===== src/rtl/bow_charge_ctrl.sv =====
// Bow draw/charge sequencer: steps the bow sprite through rest, half-drawn and fully-drawn
// poses on frame ticks and launches an arrow with the accumulated charge power on release.
module bow_charge_ctrl #(
    parameter int T1_FRAMES   = 8,
    parameter int T2_FRAMES   = 8,
    parameter int COOL_FRAMES = 6,
    parameter int PWR_MAX     = 15
) (
    input  logic       vga_clk,
    input  logic       Reset,
    input  logic       vs,
    input  logic       fire_btn,
    input  logic       game_active,
    output logic [1:0] bow_sel,
    output logic [3:0] power,
    output logic       fire_pulse,
    output logic [3:0] arrow_power,
    output logic       busy
);

    localparam int MAX_FRAMES_A = (T1_FRAMES > T2_FRAMES) ? T1_FRAMES : T2_FRAMES;
    localparam int MAX_FRAMES   = (MAX_FRAMES_A > COOL_FRAMES) ? MAX_FRAMES_A : COOL_FRAMES;
    localparam int CNT_W        = (MAX_FRAMES > 1) ? $clog2(MAX_FRAMES) : 1;

    localparam logic [CNT_W-1:0] T1_LAST   = CNT_W'(T1_FRAMES - 1);
    localparam logic [CNT_W-1:0] T2_LAST   = CNT_W'(T2_FRAMES - 1);
    localparam logic [CNT_W-1:0] COOL_LAST = CNT_W'(COOL_FRAMES - 1);
    localparam logic [3:0]       PWR_SAT   = 4'(PWR_MAX);

    typedef enum logic [2:0] {
        IDLE,
        DRAW1,
        DRAW2,
        FULL,
        COOLDOWN
    } state_t;

    state_t           state_q, state_d;
    logic [CNT_W-1:0] cnt_q, cnt_d;
    logic             vs_q, vs_d;
    logic [1:0]       bow_sel_q, bow_sel_d;
    logic [3:0]       power_q, power_d;
    logic             fire_pulse_q, fire_pulse_d;
    logic [3:0]       arrow_power_q, arrow_power_d;
    logic             busy_q, busy_d;

    logic             tick;
    logic [3:0]       power_inc;

    assign vs_d      = vs;
    assign tick      = vs_q & ~vs;
    assign power_inc = (power_q >= PWR_SAT) ? PWR_SAT : power_q + 4'd1;

    always_comb begin
        state_d       = state_q;
        cnt_d         = cnt_q;
        power_d       = power_q;
        fire_pulse_d  = 1'b0;
        arrow_power_d = arrow_power_q;

        if (!game_active) begin
            state_d = IDLE;
            cnt_d   = '0;
            power_d = 4'd0;
        end else if (tick) begin
            unique case (state_q)
                IDLE: begin
                    power_d = 4'd0;
                    if (fire_btn) begin
                        state_d = DRAW1;
                        cnt_d   = '0;
                        power_d = 4'd1;
                    end
                end
                DRAW1: begin
                    // A release here cancels, even on the tick that would advance to DRAW2
                    if (!fire_btn) begin
                        state_d = IDLE;
                        cnt_d   = '0;
                        power_d = 4'd0;
                    end else begin
                        power_d = power_inc;
                        if (cnt_q == T1_LAST) begin
                            state_d = DRAW2;
                            cnt_d   = '0;
                        end else begin
                            cnt_d = cnt_q + 1'b1;
                        end
                    end
                end
                DRAW2, FULL: begin
                    if (!fire_btn) begin
                        fire_pulse_d  = 1'b1;
                        arrow_power_d = power_q;
                        power_d       = 4'd0;
                        state_d       = COOLDOWN;
                        cnt_d         = '0;
                    end else begin
                        power_d = power_inc;
                        if (state_q == DRAW2) begin
                            if (cnt_q == T2_LAST) begin
                                state_d = FULL;
                                cnt_d   = '0;
                            end else begin
                                cnt_d = cnt_q + 1'b1;
                            end
                        end
                    end
                end
                COOLDOWN: begin
                    power_d = 4'd0;
                    if (cnt_q == COOL_LAST) begin
                        state_d = IDLE;
                        cnt_d   = '0;
                    end else begin
                        cnt_d = cnt_q + 1'b1;
                    end
                end
                default: begin
                    state_d = IDLE;
                    cnt_d   = '0;
                    power_d = 4'd0;
                end
            endcase
        end

        // Sprite select and busy follow the next state so they change with it
        unique case (state_d)
            DRAW1:       bow_sel_d = 2'd1;
            DRAW2, FULL: bow_sel_d = 2'd2;
            default:     bow_sel_d = 2'd0;
        endcase
        busy_d = (state_d != IDLE);
    end

    always_ff @(posedge vga_clk) begin
        if (Reset) begin
            state_q       <= IDLE;
            cnt_q         <= '0;
            vs_q          <= 1'b0;
            bow_sel_q     <= 2'd0;
            power_q       <= 4'd0;
            fire_pulse_q  <= 1'b0;
            arrow_power_q <= 4'd0;
            busy_q        <= 1'b0;
        end else begin
            state_q       <= state_d;
            cnt_q         <= cnt_d;
            vs_q          <= vs_d;
            bow_sel_q     <= bow_sel_d;
            power_q       <= power_d;
            fire_pulse_q  <= fire_pulse_d;
            arrow_power_q <= arrow_power_d;
            busy_q        <= busy_d;
        end
    end

    assign bow_sel     = bow_sel_q;
    assign power       = power_q;
    assign fire_pulse  = fire_pulse_q;
    assign arrow_power = arrow_power_q;
    assign busy        = busy_q;

endmodule


===== config.mk =====
export PLATFORM = sky130hd
export DESIGN_NAME = bow_charge_ctrl
export DESIGN_NICKNAME = d
export VERILOG_FILES = /design/src/rtl/bow_charge_ctrl.sv
export SDC_FILE = /design/constraint.sdc
export NUM_CORES = 1
export LEC_CHECK = 0
export ABC_AREA = 1
export BUFFER_PORTS_ARGS = -buffer_cell sky130_fd_sc_hd__buf_2
export CORE_MARGIN = 4
export CORE_UTILIZATION = 34
export CTS_BUF_LIST = sky130_fd_sc_hd__clkbuf_16
export CTS_CLUSTER_SIZE = 20
export DETAILED_ROUTE_END_ITERATION = 10
export GPL_TIMING_DRIVEN = 0
export SYNTH_ARGS = -nofsm -noshare
export SYNTH_HDL_FRONTEND = slang
export SYNTH_SLANG_ARGS = --single-unit
export TNS_END_PERCENT = 50

===== constraint.sdc =====
create_clock -name vga_clk -period 1.6 [get_ports vga_clk]
set_clock_uncertainty 0.1 [all_clocks]
set_input_delay 0.16 -clock vga_clk [delete_from_list [all_inputs] [get_ports vga_clk]]
set_output_delay 0.16 -clock vga_clk [all_outputs]
set_load 0.02 [all_outputs]

==> run metrics <==
status=finished clean; Reg clk slew, reported paths=about 0.050 ns; CP Max Fanout=4; P_leak=0.575 nW; top sig layer=met4; hold depth=2; Worst R2R End=busy$_SDFF_PP0_; VDD IR max=between 0.5 and 0.6 mV; antenna violations before repair=0; share of the yosys chip area belonging to registers=0.391; r2r startpoint=cnt_q[1]$_SDFFE_PP0P_; Cells after Synth=141; number of global-route vias before repair=about 820; wl on met1=about 960 µm; hold_buf cts=0; post-CTS resize count=0; area leader, netlist=dfxtp_1; Site Rows=19; synthesized flop and latch total=19; fraction of layout cells with a size suffix above 1=0.211; TritonCTS clock tree=built; R2R cell count=7; power per cell area=approximately 900 mW/mm²; post-CTS setup buffer count=0; Skew-Pair Late Insertion Delay=around 0.25 ns; starting density of the core=0.353; core footprint=between 0.002 and 0.003 mm²; IO Pins=17; Final min period=between 1 and 1.5 ns; Yosys cell types=16; Cell Area, Synth=just under 0.001 mm²; 1st-pass router iterations=4; EDFF count, synth=0; Layout area overhead=20.4%; Critical Path AT=between 1 and 1.5 ns; met2 WL post-DR=roughly 870 µm; synth top area cells=dfxtp_1 (39%), nand2_1 (13%), nor2_1 (8.9%), inv_1 (6.6%), ha_1 (6.4%); Die Wd=~60 µm; largest net degree at the start of global routing=12; Fin. Hold Viols=0; DIE AREA=roughly 0.0038 mm²; Async SR Flop Fraction=0; first-pass GRT wire length=around 3.4 mm; GRT Total Usage=0.122; # fillers=280; placed cell count=188; ANT cells=0; Die Y=61.5 µm; clock buffer depth=2; Synth Net Count=~150; unrepaired setup endpoints after global routing=false; area taken by multi-input logic gates=a little over 500 µm²; Iter 0 DRT Violations=12; most common cell in the netlist=nand2_1; Worst Hold Class=in -> reg; setup violators final=0; routed vias=about 900; CP Class=reg -> reg; number of nets still failing antenna checks after routing=0; Vias/cell=approximately 4.7; drt total wl=between 1.5 and 2 mm; TritonCTS buffer count=3; final clock period utilization by the worst path=0.894; MaxCap Viol Count=0; Cell Count, Final, Fillers Out=192; Data required, critical path=approximately 1.6 ns; Yosys top cell area share=0.391; # clock sinks=19; FF+latch area=380 µm²; Post-synth top cells=nand2_1 (33), nor2_1 (23), dfxtp_1 (19); hold path startpoint=Reset; pre-CTS setup slack=0.179 ns; Top FF cell, synth=dfxtp_1; Final WS setup=about 0.17 ns; relative slew slack=0.760; placed wire-length estimate=~1.6 mm; fin. max-slew vios=0; CP startpoint kind=register; total grt overflow=0; H-tree depth=1; Hold Path End=vs_q$_SDFF_PP0_; CTS Root Buffer Type=clkbuf_16; Syn Area/Cell=6.90 µm²; YS warnings=0; DR WL/cell=about 10 µm; Fin Setup TNS=0 ns; fmax=~700 MHz; drc violations=0; NumNets Final=~170; Buffers on Ports=16; final RePlAce weighted congestion=~0.86; CP Capture Type=register; worst slew pin tran=0.359 ns; reg2reg setup slack=roughly 0.17 ns; Detail Route met3 WL=about 110 µm
cells by family (layout without fill, tap and decap cells):
family / after synthesis / count (layout) / share of synthesized area
simple gates: 75 / 75 / 0.347
flops: 19 / 19 / 0.391
fa+ha+maj: 5 / 5 / 0.0643
buf+inv: 20 / 40 / 0.0771
compound gates: 22 / 22 / 0.121
routing by layer:
metal	vias to the layer above	global-route usage
met5	-	0
met2	17	0.203
li1	488	-
met1	394	0.142
met4	0	0.0667
met3	2	0.0314
worst max-delay path, stage by stage, from the launching register on:
cell and delay (ns):
dfxtp_1 0.38, ha_1 0.18, ha_1 0.16, inv_1 0.06, o21ai_0 0.14, nand3_1 0.09, nand3_1 0.12, nand3_1 0.08
layout by cell type, fill, tap and decap left out, types with 2 or more instances in the layout:
master and instances:
inv_1 17, nand3_2 3, dfxtp_1 19, inv_2 3, buf_2 16, a21oi_2 2, ha_1 5, nor2_1 23
a21oi_1 8, o21ai_0 12, nand2_1 33, clkbuf_16 3, nand4_1 2, nand2_2 3, nor2_2 2, nand3_1 7
worst max-delay path by stage:
| stage | from | endpoint | slack [ns] | depth (start not counted) |
|---|---|---|---|---|
| 6_report | cnt_q[1]$_SDFFE_PP0P_ | busy$_SDFF_PP0_ | 0.17 | 7 |
| 5_1_grt | cnt_q[1]$_SDFFE_PP0P_ | busy$_SDFF_PP0_ | 0.006 | 7 |
| 4_1_cts | cnt_q[1]$_SDFFE_PP0P_ | busy$_SDFF_PP0_ | 0.17 | 7 |
| 3_5_place_dp | cnt_q[1]$_SDFFE_PP0P_ | busy$_SDFF_PP0_ | 0.18 | 7 |
| 3_3_place_gp | cnt_q[1]$_SDFFE_PP0P_ | busy$_SDFF_PP0_ | 0.21 | 7 |
| 2_1_floorplan | cnt_q[0]$_SDFFE_PP0P_ | cnt_q[2]$_SDFFE_PP0P_ | 0.29 | 7 |
state kept, by name, indices dropped and copies added, names as in the netlist:
| signal | cells |
|---|---|
| busy | 1 |
| fire_pulse | 1 |
| arrow_power | 4 |
| vs_q | 1 |
| state_q | 3 |
| bow_sel | 2 |
| power | 4 |
| cnt_q | 3 |
report_power, final:
group	leakage [nW]	internal (W)	switching, W
registers	0.154	0.000480	0.00000473
clock network	0.0409	0.000334	0.000171
logic	0.380	0.0000215	0.0000469
total	0.575	0.000836	0.000223
per-stage QoR:
step | util | area [µm²] | total power (W) | hold WS [ns]
2_1_floorplan | - | 973 | 0.000543 | 0.132
3_3_place_gp | 0.396 | 1090 | 0.000563 | 0.266
3_5_place_dp | 0.396 | 1090 | 0.000564 | 0.274
4_1_cts | 0.425 | 1170 | 0.00107 | 0.0164
5_1_grt | 0.425 | 1170 | 0.00110 | 0.0293
6_report | 0.425 | 1170 | 0.00106 | 0.0172
area by class of cell:
| class | instances | share of cell area |
|---|---|---|
| clock buffers | 3 | 0.0640 |
| clock inverters | 1 | 0.00427 |
| inverters | 20 | 0.0640 |
| multi-input cells | 102 | 0.442 |
| flip-flops and latches | 19 | 0.324 |
| well taps | 31 | 0.0331 |
| repair buffers | 16 | 0.0683 |
Note: power is estimated with default switching activity, not from simulation.
